### src/rtl/nibble_serial_add_ctrl_pkg.sv
// Shared constants for the nibble-serial adder: FSM state encodings and nibble width.
package nibble_serial_add_ctrl_pkg;

    localparam int NSA_NIB_W = 4;

    localparam logic [1:0] IDLE = 2'd0;
    localparam logic [1:0] RUN  = 2'd1;
    localparam logic [1:0] DONE = 2'd2;

    // Nibble index needs at least one bit, even for a single-nibble datapath.
    function automatic int idx_width(input int nib);
        return (nib > 1) ? $clog2(nib) : 1;
    endfunction

endpackage

### src/rtl/nibble_serial_add_ctrl_nibble_adder.sv
// Combinational 4-bit ripple-carry adder shared by every nibble step of the sequencer.
module nibble_adder
    import nibble_serial_add_ctrl_pkg::*;
(
    input  logic [NSA_NIB_W-1:0] a,
    input  logic [NSA_NIB_W-1:0] b,
    input  logic                 ci,
    output logic [NSA_NIB_W-1:0] s,
    output logic                 co
);

    always_comb begin
        logic carry;
        s     = '0;
        carry = ci;
        for (int unsigned i = 0; i < NSA_NIB_W; i++) begin
            s[i]  = a[i] ^ b[i] ^ carry;
            carry = (a[i] & b[i]) | (carry & (a[i] ^ b[i]));
        end
        co = carry;
    end

endmodule

### src/rtl/nibble_serial_add_ctrl.sv
// Nibble-serial WIDTH-bit adder with valid/ready on both sides, LSB nibble first.
// Optional subtract mode (sub port) is enabled by defining NSA_SUB_EN.
module nibble_serial_add_ctrl
    import nibble_serial_add_ctrl_pkg::*;
#(
    parameter int WIDTH = 16
) (
    input  logic             clk,
    input  logic             rst,
    input  logic             in_valid,
    output logic             in_ready,
    input  logic [WIDTH-1:0] a,
    input  logic [WIDTH-1:0] b,
    input  logic             cin,
`ifdef NSA_SUB_EN
    input  logic             sub,
`endif
    output logic             out_valid,
    input  logic             out_ready,
    output logic [WIDTH-1:0] sum,
    output logic             cout,
    output logic             busy
);

    localparam int NIB   = WIDTH / NSA_NIB_W;
    localparam int IDX_W = idx_width(NIB);
    localparam logic [IDX_W-1:0] LAST_IDX = IDX_W'(NIB - 1);

    generate
        if ((WIDTH % NSA_NIB_W) != 0 || WIDTH < NSA_NIB_W) begin : g_bad_width
            $error("nibble_serial_add_ctrl: WIDTH must be a multiple of 4 and >= 4");
        end
    endgenerate

    logic [1:0]           state;
    logic [IDX_W-1:0]     idx;
    logic [WIDTH-1:0]     a_q;
    logic [WIDTH-1:0]     b_q;
    logic                 carry_q;
    logic [WIDTH-1:0]     b_eff;
    logic                 seed;
    logic [NSA_NIB_W-1:0] nib_s;
    logic                 nib_co;

    // Subtraction is a + ~b + 1, so cout=1 means no borrow.
    always_comb begin
        b_eff = b;
        seed  = cin;
`ifdef NSA_SUB_EN
        if (sub) begin
            b_eff = ~b;
            seed  = 1'b1;
        end
`endif
    end

    nibble_adder u_nibble_adder (
        .a  (a_q[NSA_NIB_W*idx +: NSA_NIB_W]),
        .b  (b_q[NSA_NIB_W*idx +: NSA_NIB_W]),
        .ci (carry_q),
        .s  (nib_s),
        .co (nib_co)
    );

    always_ff @(posedge clk) begin
        if (rst) begin
            state   <= IDLE;
            idx     <= '0;
            a_q     <= '0;
            b_q     <= '0;
            carry_q <= 1'b0;
            sum     <= '0;
            cout    <= 1'b0;
        end else begin
            case (state)
                IDLE: begin
                    if (in_valid) begin
                        a_q     <= a;
                        b_q     <= b_eff;
                        carry_q <= seed;
                        idx     <= '0;
                        state   <= RUN;
                    end
                end
                RUN: begin
                    sum[NSA_NIB_W*idx +: NSA_NIB_W] <= nib_s;
                    carry_q <= nib_co;
                    if (idx == LAST_IDX) begin
                        cout  <= nib_co;
                        idx   <= '0;
                        state <= DONE;
                    end else begin
                        idx <= idx + 1'b1;
                    end
                end
                DONE: begin
                    if (out_ready) begin
                        state <= IDLE;
                    end
                end
                default: state <= IDLE;
            endcase
        end
    end

    always_comb begin
        in_ready  = (state == IDLE);
        out_valid = (state == DONE);
        busy      = (state == RUN) || (state == DONE);
    end

endmodule

### config.mk
export PLATFORM = sky130hd
export DESIGN_NAME = nibble_serial_add_ctrl
export DESIGN_NICKNAME = d
export VERILOG_FILES = /design/src/rtl/nibble_serial_add_ctrl_pkg.sv /design/src/rtl/nibble_serial_add_ctrl_nibble_adder.sv /design/src/rtl/nibble_serial_add_ctrl.sv
export SDC_FILE = /design/constraint.sdc
export NUM_CORES = 1
export LEC_CHECK = 0
export ABC_CLOCK_PERIOD_IN_PS = 4900
export CAP_MARGIN = 10
export CORE_MARGIN = 4
export CORE_UTILIZATION = 30
export DETAILED_ROUTE_END_ITERATION = 16
export GPL_TIMING_DRIVEN = 0
export PLACE_DENSITY_LB_ADDON = 0.15
export REMOVE_ABC_BUFFERS = 1
export SLEW_MARGIN = 20
export SYNTH_ARGS = -nofsm -noshare
export SYNTH_HDL_FRONTEND = slang
export SYNTH_HIERARCHICAL = 1
export SYNTH_SLANG_ARGS = --single-unit
### constraint.sdc
create_clock -name clk -period 4.9 [get_ports clk]
set_input_delay 0.98 -clock clk [delete_from_list [all_inputs] [get_ports clk]]
set_output_delay 0.98 -clock clk [all_outputs]
set_load 0.03 [all_outputs]
# Word level (Yosys, flattened, before mapping)
# Cells that the tools add are included.
# W data, S select, Z words.
[totals] out_inout_bits=20 register_bits=54 inputBits=37
[op_classes] eq_ne=6 n_shift=4 addsub=2 reduce_logical=7 bitwise_logic=20 n_mux=10
[ops] op="$neg A4 Y34" n=1
[ops] op="$shift A4 B34 Y16 const A" n=1
[ops] op="$shiftx A4 B34 Y16" n=1
[ops] op="$shiftx A16 B5 Y4" n=2
[ops] op="$bwmux W16" n=1
[ops] op="$mux W2" n=5
[ops] op="$and A1 B1 Y1" n=8
[ops] op="$xor A1 B1 Y1" n=8
[ops] op="$pmux W2 S3" n=1
[ops] op="$reduce_and A2 Y1" n=3
[ops] op="$eq A2 B2 Y1 const B" n=2
[ops] op="$ne A2 B2 Y1 const B" n=2
[ops] op="$or A1 B1 Y1" n=4
[ops] op="$pmux W2 S2" n=1
[ops] op="$reduce_and A3 Y1" n=1
[ops] op="$add A2 B1 Y2 const B" n=1
[ops] op="$eq A2 B1 Y1 const B" n=1
[ops] op="$logic_not A2 Y1" n=1
[ops] op="$ne A2 B1 Y1 const B" n=1
[ops] op="$pmux W1 S2" n=1
[ops] op="$reduce_bool A2 Y1" n=1
[ops] op="$logic_or A1 B1 Y1" n=1
[ops] op="$mux W1" n=1

# Logic depth before layout (Yosys ltp)
[depth] depth_word=11 depth_mapped=12

# By module
# Netlist, hierarchy kept.
[by_module_without_submodules] module="nibble_serial_add_ctrl" n_inst=1 area_each_um2=2414.8 cells_per_inst=265
[by_module_without_submodules] module="nibble_adder" n_inst=1 area_each_um2=117.6 cells_per_inst=14

# Worst setup path before layout
# Ideal clock, no wire load.
[synth_path] kind="flip-flop to flip-flop" startpoint="register idx[0]" endpoint="register sum[3]" path_stages_with_launch=13 slack_ps=1920 t_arrival_ps=2911 n_path_buf=1 period_less_slack_ps=2980 required_time_ps=4830 cell_sequence="dfxtp_1 > buf_6 > mux4_2 > fa_1 > inv_1 > fa_1 > inv_1 > fa_1 > inv_1 > fa_1 > inv_1 > nand4_1 > a21oi_1"
[synth_via] elab_chain_len=11 word_cells_on_any_way=23 classes_between="add/sub (1); shift (4); mux (1); bitwise (17)"
[synth_lines] item="start, declared" line_no="nibble_serial_add_ctrl.sv:36" source="logic [IDX_W-1:0] idx;"
[synth_lines] item="start signal, assigned" line_no="nibble_serial_add_ctrl.sv:93" source="idx <= idx + 1'b1;"
[synth_lines] item="$shiftx A16 B5 Y4 (on tied branches)" line_no="nibble_serial_add_ctrl.sv:58, nibble_serial_add_ctrl.sv:59"
[synth_lines] item="$xor A1 B1 Y1" line_no="nibble_serial_add_ctrl_nibble_adder.sv:18" source="carry = (a[i] & b[i]) | (carry & (a[i] ^ b[i]));"
[synth_lines] item="$and A1 B1 Y1" line_no="nibble_serial_add_ctrl_nibble_adder.sv:18"
[synth_lines] item="$or A1 B1 Y1" line_no="nibble_serial_add_ctrl_nibble_adder.sv:18"
[synth_lines] item="$and A1 B1 Y1" line_no="nibble_serial_add_ctrl_nibble_adder.sv:18"
[synth_lines] item="$or A1 B1 Y1" line_no="nibble_serial_add_ctrl_nibble_adder.sv:18"
[synth_lines] item="$and A1 B1 Y1" line_no="nibble_serial_add_ctrl_nibble_adder.sv:18"
[synth_lines] item="$or A1 B1 Y1" line_no="nibble_serial_add_ctrl_nibble_adder.sv:18"
[synth_lines] item="$xor A1 B1 Y1 *" line_no="nibble_serial_add_ctrl_nibble_adder.sv:17" source="s[i] = a[i] ^ b[i] ^ carry;"
[synth_lines] item="named net nib_s[3]" line_no="nibble_serial_add_ctrl.sv:42" source="logic [NSA_NIB_W-1:0] nib_s;"
[synth_lines] item="$shiftx A4 B34 Y16 *" line_no="nibble_serial_add_ctrl.sv:86" source="sum[NSA_NIB_W*idx +: NSA_NIB_W] <= nib_s;"
[synth_lines] item="$bwmux W16 *" line_no="nibble_serial_add_ctrl.sv:86"
[synth_lines] item="end signal, assigned by index" line_no="nibble_serial_add_ctrl.sv:86"
[synth_lines] item="end, declared" line_no="nibble_serial_add_ctrl.sv:20" source="output logic [WIDTH-1:0] sum,"
# Mark *: on every way through the listed nets, which the timed path passes. The rest lies on a longest branch.
# A chain may end at the register's enable or synchronous reset.

# Final worst setup path
# Ends and elaborated chain as after synthesis.

==> results.json <==
{
  "status": "complete, no violations",
  "initial_core_util": 0.3082,
  "ys.flop_type": "dfxtp_1",
  "ys_types": 29,
  "cp-start-kind": "register",
  "crit_path_top_delay_cell": "dfxtp_1",
  "wl_met3_um": 298,
  "worstSetupEndpointType": "register",
  "synth_xor_area_frac": 0,
  "hold_class": "reg2reg",
  "drc": 0,
  "die_w_um": 99.88,
  "synth.avg_cell_area_um2": 9.077,
  "whs_path_depth": 2,
  "ys_warn_count": 6,
  "vias": 1975,
  "drtIter0Drc": 40,
  "crit_required_ns": 5.15,
  "synthAdderAreaFrac": 0.07609,
  "synth.most_common_cell": "nand2_1",
  "drv_cap": 0,
  "ctsLongestPathBuffers": 2,
  "insertion_delay_ns": 0.31,
  "grt_pass1_vias": 1909,
  "dr.pass1.iters": 4,
  "grt_usage": 0.1146,
  "layout-area-overhead-vs-synth_pct": 26.33,
  "layout-drive-gt1-share": 0.05231,
  "synth_seq_cells": 54,
  "synthSimpleGateAreaFrac": 0.2100,
  "synth_top_area_share": 0.4269,
  "place_ws_ns": 1.261,
  "drt-total-wl_mm": 5.533,
  "fin_hold_ws_ns": 0.4538,
  "period_share": 0.7292,
  "die_y_um": 99.88,
  "dpl.cell_count": 423,
  "period_minus_slack_ns": 3.573,
  "cts_root_buf": "clkbuf_8",
  "synthArstFlopShare": 0,
  "r2r_slack_ns": 1.33,
  "p_per_area_nw_per_um2": 413.1,
  "die-area_um2": 9975,
  "met2_length_mm": 2.556,
  "vdd_drop_max_mv": 0.1268,
  "yosys.area.top_type": "dfxtp_1",
  "portBuffers": 56,
  "cts_sinks": 54,
  "ant_nets": 0,
  "crit_chain": "mux4_2 -> fa_1 -> inv_1 -> fa_1 -> inv_1 -> fa_1 -> inv_1 -> fa_1 -> inv_1 -> nand4_1 -> a21oi_1",
  "yosys-top-cells-area": "dfxtp_1, nand2_1, a21oi_1",
  "synth_commonest_cells": "nand2_1, dfxtp_1, a21oi_1",
  "num_rows": 33,
  "grt_first_pass_wirelength_mm": 9.252,
  "grt_max_degree": 37,
  "netlist_instances": 279,
  "finalSetupViolations": 0,
  "max_freq_ghz": 0.2799,
  "timing.final.ws_setup_ns": 1.327,
  "finalNonFillerCells": 430,
  "cts.repair.resized": 0,
  "drt-met1-wl_mm": 2.615,
  "drt-wirelength-per-cell_um": 12.87,
  "fin_setup_tns_ns": 0,
  "cts_buffers": 5,
  "rsz0062_at_grt": "no",
  "placed_cell_area_um2": 3085,
  "skew_ns": 0.003698,
  "post-cts-setup-buffers": 0,
  "syn_area_um2": 2532,
  "leakagePower_nw": 1.171,
  "via_per_inst": 4.593,
  "finalHoldViolCount": 0,
  "globalplace.congestion": 0.7220,
  "cts_tree": "done",
  "max_stage_delay_ns": 0.90,
  "hpwlAfterDp_mm": 3.881,
  "finalMaxSlewViolations": 0,
  "final_nets": 375,
  "n_antenna_cell": 0,
  "synth.area.mux_share": 0.07806,
  "antenna_found_initial": 0,
  "io_pins": 57,
  "crit_type": "reg2reg",
  "slew_headroom": 0.2961,
  "worstMarginPinSlew_ns": 1.053,
  "crit_path_max_fanout": 15,
  "ys_seq_area_frac": 0.4269,
  "crit_arrival_ns": 3.82,
  "clk_pin_slew_worst_paths_ns": 0.09,
  "ctsHoldBuffers": 0,
  "synth_compound_area_frac": 0.1275,
  "synth_top_family_by_area": "simple AND/OR/NAND/NOR gates",
  "routed.top_layer": "met4",
  "ff2ff_path_depth": 11,
  "final_area_um2": 3199,
  "htreeDepth": 2,
  "overflow": 0,
  "synth_edf_count": 0,
  "coreArea_um2": 8217
}
[registers in the layout, summed over array words and instances, names as in the netlist]
register and cells:
state 2, b_q 16, sum 16, carry_q 1, idx 2, a_q 16, cout 1
[where the power goes]
group / switching, W / leakage (nW) / internal [W]
sequential: 0.0000438 / 0.441 / 0.000498
combinational: 0.000278 / 0.672 / 0.000195
clock: 0.000144 / 0.0573 / 0.000164
total: 0.000465 / 1.17 / 0.000856
[critical path, delay by kind of cell (launching register included)]
kind	cells	cell delay, ns
compound gates	1	0.17
fa+ha+maj	4	1.34
buf+inv	4	0.37
flops	1	0.90
mux	1	0.62
simple gates	1	0.12
[worst paths after layout]
path                                     startpoint             endpoint
worst max register to register  idx[0]$_SDFFE_PP0P_  sum[3]$_SDFFE_PP0P_
worst max-delay path            idx[0]$_SDFFE_PP0P_  sum[3]$_SDFFE_PP0P_
worst min register to register  sum[0]$_SDFFE_PP0P_  sum[0]$_SDFFE_PP0P_
worst min-delay path            sum[0]$_SDFFE_PP0P_  sum[0]$_SDFFE_PP0P_
[layout by cell type (no fill, tap or decap)]
cell type        synthesis  final
fa_1                     4      4
a21oi_1                 38     38
nor3b_4                  1      1
nand3_1                  1      1
nand3b_1                 4      4
clkbuf_8                 3      6
nand2_1                 75     75
and3_1                   1      1
nand4_1                  7      7
nand2b_1                 8      8
buf_2                    6      1
bufinv_16                0      1
ha_1                     9      9
nor2b_1                  3      3
mux4_1                   2      2
o31ai_1                  2      2
a32oi_1                 10     10
o21ai_0                  4      4
buf_12                   0      1
nor2_1                  12     12
and4bb_1                 1      1
mux4_2                   6      6
dfxtp_1                 54     54
o211a_1                  1      1
inv_1                   14     14
clkdlybuf4s50_1          0     55
and2_1                   2      1
mux2i_1                  1      1
nor3b_1                  1      1
and2_2                   0      1
[metal layers]
layer,track usage,vias up
met5,0,-
met4,0.03151,0
met3,0.02919,7
met2,0.1862,50
met1,0.1515,883
li1,-,1035
[per-stage QoR]
step	power, W	util
after floorplan	0.0008664	-
after global placement	0.001028	0.3737
after detailed placement	0.001033	0.3755
after CTS	0.001342	0.3892
after global routing	0.001419	0.3894
final	0.001322	0.3894
[logic make-up (layout without fill, tap and decap cells)]
logic type | count (synthesis) | count (layout)
AOI/OAI and AO/OA | 55 | 55
and+or+nand+nor | 116 | 116
muxes | 9 | 9
DFF | 54 | 54
buffers and inverters | 32 | 78
adders and majority gates | 13 | 13
[cell type report]
class / instances / area, um^2
Inverter: 14 / 52.55
Timing Repair Buffer: 57 / 575.6
Sequential cell: 54 / 1081
Clock inverter: 1 / 30.03
Fill cell: 850 / 5017
Clock buffer: 6 / 82.58
Multi-Input combinational cell: 193 / 1246
Tap cell: 105 / 131.4
Power figures use the tool's default switching activity.
